[config.mk]
export PLATFORM = sky130hd
export DESIGN_NAME = filter_2d_flat
export DESIGN_NICKNAME = d
export VERILOG_FILES = /design/src/rtl/filter_2d_pkg.sv /design/src/rtl/filter_2d_if.sv /design/src/rtl/filter_2d_mac.sv /design/src/rtl/filter_2d.sv /design/src/flat_wrapper.sv
export SDC_FILE = /design/constraint.sdc
export NUM_CORES = 1
export LEC_CHECK = 0
export ABC_AREA = 1
export BUFFER_PORTS_ARGS = -buffer_cell sky130_fd_sc_hd__clkbuf_2
export CORE_MARGIN = 2
export CORE_UTILIZATION = 60
export CTS_CLUSTER_SIZE = 28
export DETAILED_ROUTE_END_ITERATION = 8
export GPL_TIMING_DRIVEN = 1
export PLACE_DENSITY_LB_ADDON = 0.3
export REMOVE_ABC_BUFFERS = 1
export SLEW_MARGIN = 20
export SYNTH_ARGS = -nofsm -noshare
export SYNTH_HDL_FRONTEND = slang
export SYNTH_SLANG_ARGS = --single-unit
export TNS_END_PERCENT = 5
[constraint.sdc]
create_clock -name clk -period 7.7 [get_ports clk]
set_input_delay 0.77 -clock clk [delete_from_list [all_inputs] [get_ports clk]]
set_output_delay 0.77 -clock clk [all_outputs]
set_load 0.01 [all_outputs]
[src/rtl/filter_2d_pkg.sv]
// filter_2d_pkg: shared types and constants for the 3x3 convolution engine.
// Holds the FSM state enum, datapath widths, default kernel and tap offsets.
package filter_2d_pkg;

    typedef enum logic [2:0] {
        IDLE,
        TAP,
        DRAIN,
        WRITE,
        DONE
    } state_t;

    localparam int NTAPS  = 9;
    localparam int PROD_W = 17;
    localparam int ACC_W  = 21;

    // Packed arrays: the leftmost element is index 8, the rightmost index 0.
    localparam logic [8:0][7:0] DEF_KERNEL = {
        8'd1, 8'd2, 8'd1,
        8'd2, 8'd4, 8'd2,
        8'd1, 8'd2, 8'd1
    };

    // Two-bit signed offsets: 01 = +1, 00 = 0, 11 = -1.
    localparam logic [8:0][1:0] TAP_DX = {
        2'b01, 2'b00, 2'b11,
        2'b01, 2'b00, 2'b11,
        2'b01, 2'b00, 2'b11
    };

    localparam logic [8:0][1:0] TAP_DY = {
        2'b01, 2'b01, 2'b01,
        2'b00, 2'b00, 2'b00,
        2'b11, 2'b11, 2'b11
    };

endpackage

[src/rtl/filter_2d_if.sv]
// filter_2d_if: single-port memory bus (1-cycle read latency).
// Ports: cs, we, addr, din (engine -> memory), dout (memory -> engine).
interface filter_2d_if #(
    parameter int ADDR_W = 17
);
    logic              cs;
    logic              we;
    logic [ADDR_W-1:0] addr;
    logic [7:0]        din;
    logic [7:0]        dout;

    modport master (
        output cs, we, addr, din,
        input  dout
    );

    modport slave (
        input  cs, we, addr, din,
        output dout
    );
endinterface

[src/rtl/filter_2d_mac.sv]
// filter_2d_mac: signed MAC with clear/enable plus shift and output stage.
// Ports: clk, rstn (sync, active-high), i_clr, i_en, i_pix, i_coef, o_result.
// Macro FILTER_2D_SAT_EN: clamp result to 0..255, otherwise wrap to 8 bits.
module filter_2d_mac
    import filter_2d_pkg::*;
#(
    parameter int SHIFT = 4
) (
    input  logic              clk,
    input  logic              rstn,
    input  logic              i_clr,
    input  logic              i_en,
    input  logic [7:0]        i_pix,
    input  logic signed [7:0] i_coef,
    output logic [7:0]        o_result
);
    logic signed [PROD_W-1:0] w_pix_s;
    logic signed [PROD_W-1:0] w_coef_s;
    logic signed [PROD_W-1:0] w_prod;
    logic signed [ACC_W-1:0]  r_acc;
    logic signed [ACC_W-1:0]  w_shift;

    // Pixel is unsigned: zero-extend before the signed multiply.
    assign w_pix_s  = PROD_W'($signed({1'b0, i_pix}));
    assign w_coef_s = PROD_W'(i_coef);
    assign w_prod   = w_pix_s * w_coef_s;

    always_ff @(posedge clk) begin
        if (rstn) begin
            r_acc <= '0;
        end else if (i_clr) begin
            r_acc <= '0;
        end else if (i_en) begin
            r_acc <= r_acc + ACC_W'(w_prod);
        end
    end

    assign w_shift = r_acc >>> SHIFT;

`ifdef FILTER_2D_SAT_EN
    always_comb begin
        o_result = w_shift[7:0];
        if (w_shift[ACC_W-1]) begin
            o_result = 8'd0;
        end else if (w_shift > ACC_W'(255)) begin
            o_result = 8'd255;
        end
    end
`else
    assign o_result = w_shift[7:0];
`endif

endmodule

[src/rtl/filter_2d.sv]
// filter_2d: 3x3 convolution over an image in external single-port RAM.
// Ports: clk, rstn (sync, active-high), start, finish, h_write/h_idx/h_data
// (coefficient port), mem (memory bus master). Option: FILTER_2D_SAT_EN.
module filter_2d
    import filter_2d_pkg::*;
#(
    parameter int IMG_W    = 256,
    parameter int IMG_H    = 256,
    parameter int ADDR_W   = 17,
    parameter int OUT_BASE = 65536,
    parameter int SHIFT    = 4
) (
    input  logic        clk,
    input  logic        rstn,
    input  logic        start,
    output logic        finish,
    input  logic        h_write,
    input  logic [3:0]  h_idx,
    input  logic [7:0]  h_data,
    filter_2d_if.master mem
);
    localparam int XW = (IMG_W > 1) ? $clog2(IMG_W) : 1;
    localparam int YW = (IMG_H > 1) ? $clog2(IMG_H) : 1;

    state_t            r_state;
    state_t            w_next;
    logic [XW-1:0]     r_x;
    logic [YW-1:0]     r_y;
    logic [3:0]        r_t;
    logic [3:0]        r_tap_d;
    logic              r_inb_d;
    logic signed [7:0] r_coef [NTAPS];

    logic       w_last_x;
    logic       w_last_y;
    logic       w_inb;
    logic       w_clr;
    logic       w_en;
    int         w_nx;
    int         w_ny;
    logic [7:0] w_pix;
    logic [7:0] w_result;

    assign w_last_x = (r_x == XW'(IMG_W - 1));
    assign w_last_y = (r_y == YW'(IMG_H - 1));

    always_comb begin
        w_nx  = int'(r_x) + int'($signed(TAP_DX[r_t]));
        w_ny  = int'(r_y) + int'($signed(TAP_DY[r_t]));
        w_inb = (w_nx >= 0) && (w_nx < IMG_W) &&
                (w_ny >= 0) && (w_ny < IMG_H);
    end

    always_comb begin
        w_next = r_state;
        unique case (r_state)
            IDLE:    if (start) w_next = TAP;
            TAP:     if (r_t == 4'd8) w_next = DRAIN;
            DRAIN:   w_next = WRITE;
            WRITE:   w_next = (w_last_x && w_last_y) ? DONE : TAP;
            DONE:    w_next = IDLE;
            default: w_next = IDLE;
        endcase
    end

    always_comb begin
        mem.cs   = 1'b0;
        mem.we   = 1'b0;
        mem.addr = '0;
        mem.din  = '0;
        finish   = 1'b0;
        unique case (r_state)
            TAP: begin
                if (w_inb) begin
                    mem.cs   = 1'b1;
                    mem.addr = ADDR_W'(w_ny * IMG_W + w_nx);
                end
            end
            WRITE: begin
                mem.cs   = 1'b1;
                mem.we   = 1'b1;
                mem.addr = ADDR_W'(OUT_BASE + int'(r_y) * IMG_W + int'(r_x));
                mem.din  = w_result;
            end
            DONE:    finish = 1'b1;
            default: ;
        endcase
    end

    // Tap t's read data arrives one cycle later; DRAIN adds tap 8.
    assign w_clr = (r_state == TAP) && (r_t == 4'd0);
    assign w_en  = ((r_state == TAP) && (r_t != 4'd0)) || (r_state == DRAIN);
    assign w_pix = r_inb_d ? mem.dout : 8'd0;

    always_ff @(posedge clk) begin
        if (rstn) begin
            r_state <= IDLE;
            r_x     <= '0;
            r_y     <= '0;
            r_t     <= '0;
            r_tap_d <= '0;
            r_inb_d <= 1'b0;
            for (int i = 0; i < NTAPS; i++) begin
                r_coef[i] <= DEF_KERNEL[i];
            end
        end else begin
            r_state <= w_next;
            r_tap_d <= r_t;
            r_inb_d <= (r_state == TAP) && w_inb;
            unique case (r_state)
                IDLE: begin
                    r_x <= '0;
                    r_y <= '0;
                    r_t <= '0;
                    if (h_write && (h_idx < 4'(NTAPS))) begin
                        r_coef[h_idx] <= h_data;
                    end
                end
                TAP: begin
                    r_t <= (r_t == 4'd8) ? 4'd0 : r_t + 4'd1;
                end
                WRITE: begin
                    if (w_last_x) begin
                        r_x <= '0;
                        r_y <= w_last_y ? '0 : r_y + 1'b1;
                    end else begin
                        r_x <= r_x + 1'b1;
                    end
                end
                default: ;
            endcase
        end
    end

    filter_2d_mac #(
        .SHIFT (SHIFT)
    ) u_mac (
        .clk      (clk),
        .rstn     (rstn),
        .i_clr    (w_clr),
        .i_en     (w_en),
        .i_pix    (w_pix),
        .i_coef   (r_coef[r_tap_d]),
        .o_result (w_result)
    );

endmodule

[src/flat_wrapper.sv]
// flat-port wrapper written by rule: the top's interface ports become plain ports
module filter_2d_flat import filter_2d_pkg::*;
#(
    parameter int IMG_W    = 256,
    parameter int IMG_H    = 256,
    parameter int ADDR_W   = 17,
    parameter int OUT_BASE = 65536,
    parameter int SHIFT    = 4
)
  (clk, rstn, start, finish, h_write, h_idx, h_data, mem_cs, mem_we, mem_addr, mem_din, mem_dout);
  filter_2d_if #(.ADDR_W(ADDR_W)) mem_i ();
  input  logic clk;
  input  logic rstn;
  input  logic start;
  output logic finish;
  input  logic h_write;
  input  logic [3:0] h_idx;
  input  logic [7:0] h_data;
  output wire logic [$bits(mem_i.cs)-1:0] mem_cs;
  output wire logic [$bits(mem_i.we)-1:0] mem_we;
  output wire logic [$bits(mem_i.addr)-1:0] mem_addr;
  output wire logic [$bits(mem_i.din)-1:0] mem_din;
  input wire logic [$bits(mem_i.dout)-1:0] mem_dout;
  assign mem_cs = mem_i.cs;
  assign mem_we = mem_i.we;
  assign mem_addr = mem_i.addr;
  assign mem_din = mem_i.din;
  assign mem_i.dout = mem_dout;
  filter_2d #(.IMG_W(IMG_W), .IMG_H(IMG_H), .ADDR_W(ADDR_W), .OUT_BASE(OUT_BASE), .SHIFT(SHIFT)) u_core (.clk(clk), .rstn(rstn), .start(start), .finish(finish), .h_write(h_write), .h_idx(h_idx), .h_data(h_data), .mem(mem_i));
endmodule
### Word-level counts from Yosys, hierarchy flattened

Memory sizes are Yosys's and may differ from the RTL's. A register that Yosys moved wholly into a read port is not among the register bits.
Index checks and enable logic that the tools add are counted.

* memory bits (read-only): 64
* logic and storage cells: 88
* memory bits (writable): 72
* bits in registers: 45
* output and inout port bits: 28
* bits of input ports: 24
* memories: 3

Memories
* u_core.r_coef: words 9, width 8, rd ports 1, clocked after Yosys merged registers in 1, wr ports 9, line filter_2d.sv:32 `logic signed [7:0] r_coef [NTAPS];`
* (name not given): words 16, width 2, rd ports 1, clocked after Yosys merged registers in 1, wr ports 0, line filter_2d.sv:49 `w_ny = int'(r_y) + int'($signed(TAP_DY[r_t]));`
* (name not given): words 16, width 2, rd ports 1, clocked after Yosys merged registers in 1, wr ports 0, line filter_2d.sv:48 `w_nx = int'(r_x) + int'($signed(TAP_DX[r_t]));`

* equality and inequality tests: 10
* reductions and logical operators: 18
* multipliers: 1
* order comparisons: 6
* $add $sub $neg: 9
* mux-type cells: 35

Operators with widths (count)
* 2-to-1 mux 8 bit: 6
* one-hot mux 17 bit (2 select lines): 1
* one-hot mux 8 bit (2 select lines): 2
* 2-to-1 mux 4 bit: 7
* adder 21 x 17 -> 21 bit: 1
* adder 9 x 2 -> 10 bit: 2
* >= comparator 10 x 1 -> 1 bit (second input constant): 2
* < comparator 10 bit (second input constant): 2
* adder 17 x 10 -> 17 bit: 1
* adder 17 x 16 -> 17 bit (first input constant): 1
* adder 17 x 9 -> 17 bit: 1
* multiplier 9 x 8 -> 17 bit: 1
* 2-to-1 mux 17 bit: 1
* adder 8 x 1 -> 8 bit (second input constant): 2
* equality test 8 bit (second input constant): 2
* one-hot mux 3 bit (4 select lines): 1
* 2-to-1 mux 1 bit: 10
* 2-to-1 mux 3 bit: 3
* logical AND 1 bit: 8
* one-hot mux 4 bit (2 select lines): 1
* OR reduction 8 bit: 1
* equality test 3 x 2 -> 1 bit (second input constant): 2
* < comparator 4 x 5 -> 1 bit (second input constant): 1
* adder 4 x 1 -> 4 bit (second input constant): 1
* other kinds (15): 19

### Depth between registers and ports, before layout

* depth after elaboration: 9
* depth in mapped cells: 32
* depth with buffers taken out: 30

### Cells and area by module

A second synthesis with hierarchy kept.

* cells, all modules: 1285
* area total of the unflattened synthesis: 11268.3 µm²

By module, submodules not included
* filter_2d: area each 8622.0 µm², cells an instance 926, times used 1, sequential area each 4484.3 µm²
* filter_2d_mac: area each 2646.3 µm², cells an instance 359, times used 1, sequential area each 240.2 µm²

### Worst setup path after synthesis

No wires, ideal clock.

* kind: reg-to-reg
* start point: register with a tool-made name
* end point: register u_core.u_mac.r_acc[11]
* data arrival time: 5.317 ns
* stages on the path, launching flop included: 30
* period minus slack after synthesis: 5.425 ns
* slack: 2.275 ns
* path buffers: 3
* setup time: 0.109 ns
* required time: 7.591 ns
* path through: dfxtp_1 > buf_4 > inv_2 > clkbuf_1 > clkbuf_1 > o21ai_0 > o221ai_1 > o211ai_1 > nand2_1 > nand2_1 > fa_1 > inv_1 > fa_1 > inv_1 > fa_1 > inv_1 > fa_1 > ha_1 > ha_1 > a21o_1 > a31oi_1 > nor3_1 > nor3_1 > nand3_1 > nand2_1 > inv_1 > nand3_1 > nand3_1 > nand2_1 > inv_1

RTL lines
* to (signal assigned): line filter_2d_mac.sv:34 `r_acc <= r_acc + ACC_W'(w_prod);`
* to (decl): line filter_2d_mac.sv:20 `logic signed [ACC_W-1:0] r_acc;`

==> run_results.csv <==
group,metric,value,unit
global_routing,grt_pass1_wl,40.3,mm
global_routing,antenna_found_initial,0,
clock_network,cts_tree,"done",
layout,seq_area,0.00473,sq mm
critical_path,path_max_fanout,38,
die,num_io_pins,52,
route,drtAntennaViolNets,0,
power,powerDensity,260,mW/mm^2
critical_path,critical_path_arrival,6.57,ns
sta,hold_viol,0,
critical_path,path_class,"flop to flop",
clock_network,htreeDepth,4,
die,die-height,139,um
clock_network,clockBufferDepth,2,
sta,finalSetupViolCount,0,
critical_path,endpoint_kind,"flop",
sta,max_freq,160,MHz
yosys,synth-main-ff-cell,"edfxtp_1",
yosys,yosysSeqAreaShare,0.433,
die,fp.dieW,139,um
route,drc,0,
layout,diodes,0,
die,core_area,0.0179,sq mm
route,first_pass_iters,5,
global_routing,grtUsageTotal,0.260,
yosys,synth_area_leaders,"edfxtp_1 (35%), fa_1 (8.3%), nand2_1 (8.1%)",
yosys,synth_warnings,0,
yosys,synth_area_per_cell,8.78,sq um
layout,area_growth,11.3,%
die,initial_core_util,0.609,
clock_network,insertion_delay,0.44,ns
global_routing,grt_max_degree,71,
sta,setup_tns,0,ns
route,drt_iter0_drc,694,
yosys,synth_cell_type_count,50,
critical_path,cp-start-kind,"flop",
layout,multiInputGateArea,0.00547,sq mm
place,dp_hpwl,17.6,mm
place,gp_congestion,0.924,
sta,rsz0062_at_grt,"no",
yosys,synthCells,1241,
clock_network,cts-resized-gates,0,
outcome,outcome,"finished, final reports clean",
route,drt_wl_total,24.2,mm
yosys,async_flop_share,0,
yosys,synth_top_area_frac,0.353,
global_routing,grt_overflow,0,
critical_path,cp.required,8.04,ns
route,vias_per_cell,5.36,
sta,finalCriticalPeriod,6.23,ns
job,cap_violations,0,
place,io_buffers,51,
route,wl_per_cell,15.4,um
layout,final_nets,1466,
sta,period_share,0.809,
die,dieArea,0.0193,sq mm
clock_network,postCtsHoldBufs,0,
layout,drive_gt1_frac,0.0973,
route,vias,8445,
global_routing,first_global_vias,8285,
sta,timing.slew.headroom,0.383,
power,power_leakage,5.62,nW
yosys,synth_edf_count,128,
die,num_rows,49,
yosys,yosysTopAreaCell,"edfxtp_1",
clock_network,cts_sinks,172,
sta,drv_slew,0,
clock_network,cts_buffers,17,
worst_hold_path,hp-class,"flop to flop",
layout,nFillCells,1458,
sta,tightestPinTransition,0.923,ns
power,irDropWorstVdd,0.000189,V
clock_network,clk_pin_slew_worst_paths,0.07,ns
yosys,synth.cell_area,0.0109,sq mm
sta,skew,0.0145,ns
clock_network,clockRootBuffer,"clkbuf_16",
yosys,synth-seq-cells,172,
clock_network,cts_setup_buffers,0,
sta,fin_hold_ws,0.491,ns
[routing by layer]
metal  up-vias  part of all wire  global-route usage
met2       266              0.47               0.419
met4         0             0.023              0.0851
met5         -                 0                   0
li1       4184                 -                   -
met1      3948              0.45               0.362
met3        47             0.063              0.0477
[final timing paths]
| check | from | endpoint | slack, ns | depth (start not counted) |
|---|---|---|---|---|
| worst min-delay path | u_core.u_mac.r_acc[1] | u_core.u_mac.r_acc[1] | 0.49 | 2 |
| worst max-delay path | flop | u_core.u_mac.r_acc[11] | 1.47 | 27 |
| worst min register to register | u_core.u_mac.r_acc[1] | u_core.u_mac.r_acc[1] | 0.49 | 2 |
| worst max register to register | flop | u_core.u_mac.r_acc[11] | 1.47 | 27 |
[critical path: stages, from the launching register on]
cell and delay [ns]:
dfxtp_1 0.30, buf_4 0.21, inv_2 0.49, o21ai_0 0.30
o221ai_1 0.22, o211ai_1 0.19, nand2_1 0.29, nand2_1 0.11
fa_1 0.49, inv_1 0.05, fa_1 0.50, inv_1 0.05
fa_1 0.47, inv_1 0.05, fa_1 0.47, ha_1 0.30
ha_1 0.35, a21o_1 0.17, a31oi_1 0.26, nor3_1 0.08
nor3_1 0.24, nand3_1 0.11, nand2_1 0.10, inv_1 0.04
nand3_1 0.07, nand3_1 0.07, nand2_1 0.07, inv_1 0.03
[power by group]
| part | internal, mW | switching [mW] |
|---|---|---|
| clock | 0.524 | 0.388 |
| combinational | 0.397 | 0.715 |
| sequential | 1.08 | 0.0513 |
| total | 2.00 | 1.15 |
[synthesized netlist by cell type, types with 2 or more instances]
| master | number |
|---|---|
| nand3_1 | 56 |
| inv_2 | 7 |
| edfxtp_1 | 128 |
| or2_2 | 4 |
| nor4_1 | 2 |
| nor2_2 | 3 |
| a21oi_1 | 42 |
| and3_1 | 2 |
| a21oi_2 | 2 |
| a21o_1 | 5 |
| buf_4 | 2 |
| ha_1 | 63 |
| nor2_1 | 186 |
| nand2_2 | 3 |
| buf_6 | 3 |
| nor3_1 | 9 |
| inv_1 | 179 |
| nand3b_1 | 8 |
| o211ai_1 | 17 |
| o21ai_0 | 64 |
| nand3_2 | 13 |
| a211oi_1 | 3 |
| dfxtp_1 | 44 |
| nand2_1 | 235 |
| xor2_1 | 16 |
| clkbuf_1 | 23 |
| a221oi_1 | 3 |
| o221ai_1 | 10 |
| o21ai_1 | 6 |
| o22ai_1 | 10 |
| fa_1 | 45 |
| nor2_4 | 4 |
| xnor2_1 | 12 |
| a31oi_1 | 2 |
| clkinv_1 | 7 |
| buf_2 | 7 |
| nand4_1 | 3 |
[per-stage QoR]
step / cell area, sq um / setup WS, ns / power (mW) / util / std cells
after floorplan: 10900 / 1.14 / 1.99 / - / 1260
after detailed placement: 11500 / 1.63 / 2.25 / 0.642 / 1544
final: 12100 / 1.47 / 3.15 / 0.677 / 1576
after global placement: 11500 / 1.82 / 2.22 / 0.642 / 1544
after CTS: 12100 / 1.56 / 3.16 / 0.677 / 1576
after global routing: 12100 / 1.04 / 3.37 / 0.677 / 1576
[registers in the layout (all words and copies together), names as in the netlist, named ones only]
name / flops
u_core.r_state: 3
u_core.u_mac.r_acc: 12
u_core.r_x: 8
u_core.r_t: 4
u_core.r_inb_d: 1
u_core.r_coef: 128
u_core.r_y: 8
[kinds of logic after synthesis]
logic type,share of synthesized area
other,0.000344
XOR/XNOR,0.0240
AND/OR/NAND/NOR,0.210
AO/OA/AOI/OAI,0.0940
adder cells (fa/ha/maj),0.155
buffers and inverters,0.0835
flip-flops,0.433
[cell type report]
| type | instances | share of cell area |
|---|---|---|
| sequential | 172 | 0.390 |
| inverter | 193 | 0.0597 |
| tap | 229 | 0.0236 |
| clock buffer | 17 | 0.0351 |
| multi-input combinational | 895 | 0.451 |
| clock inverter | 15 | 0.0172 |
| timing repair buffer | 55 | 0.0235 |
[cell usage in the layout, fill, tap and decap left out, drive strengths merged, types with 3 or more instances in the layout]
master,count
nand4,3
fa,45
a221oi,3
o211ai,17
inv,192
conb,56
o21ai,71
o221ai,11
nand2,238
nor2,193
nand3,69
bufinv,3
clkinv,11
or2,5
xor2,17
a211oi,4
edfxtp,128
ha,63
nor3,10
xnor2,12
o22ai,10
nand3b,8
a21oi,45
a21o,5
dfxtp,44
buf,4
clkbuf,68
Power figures use the tool's default switching activity.
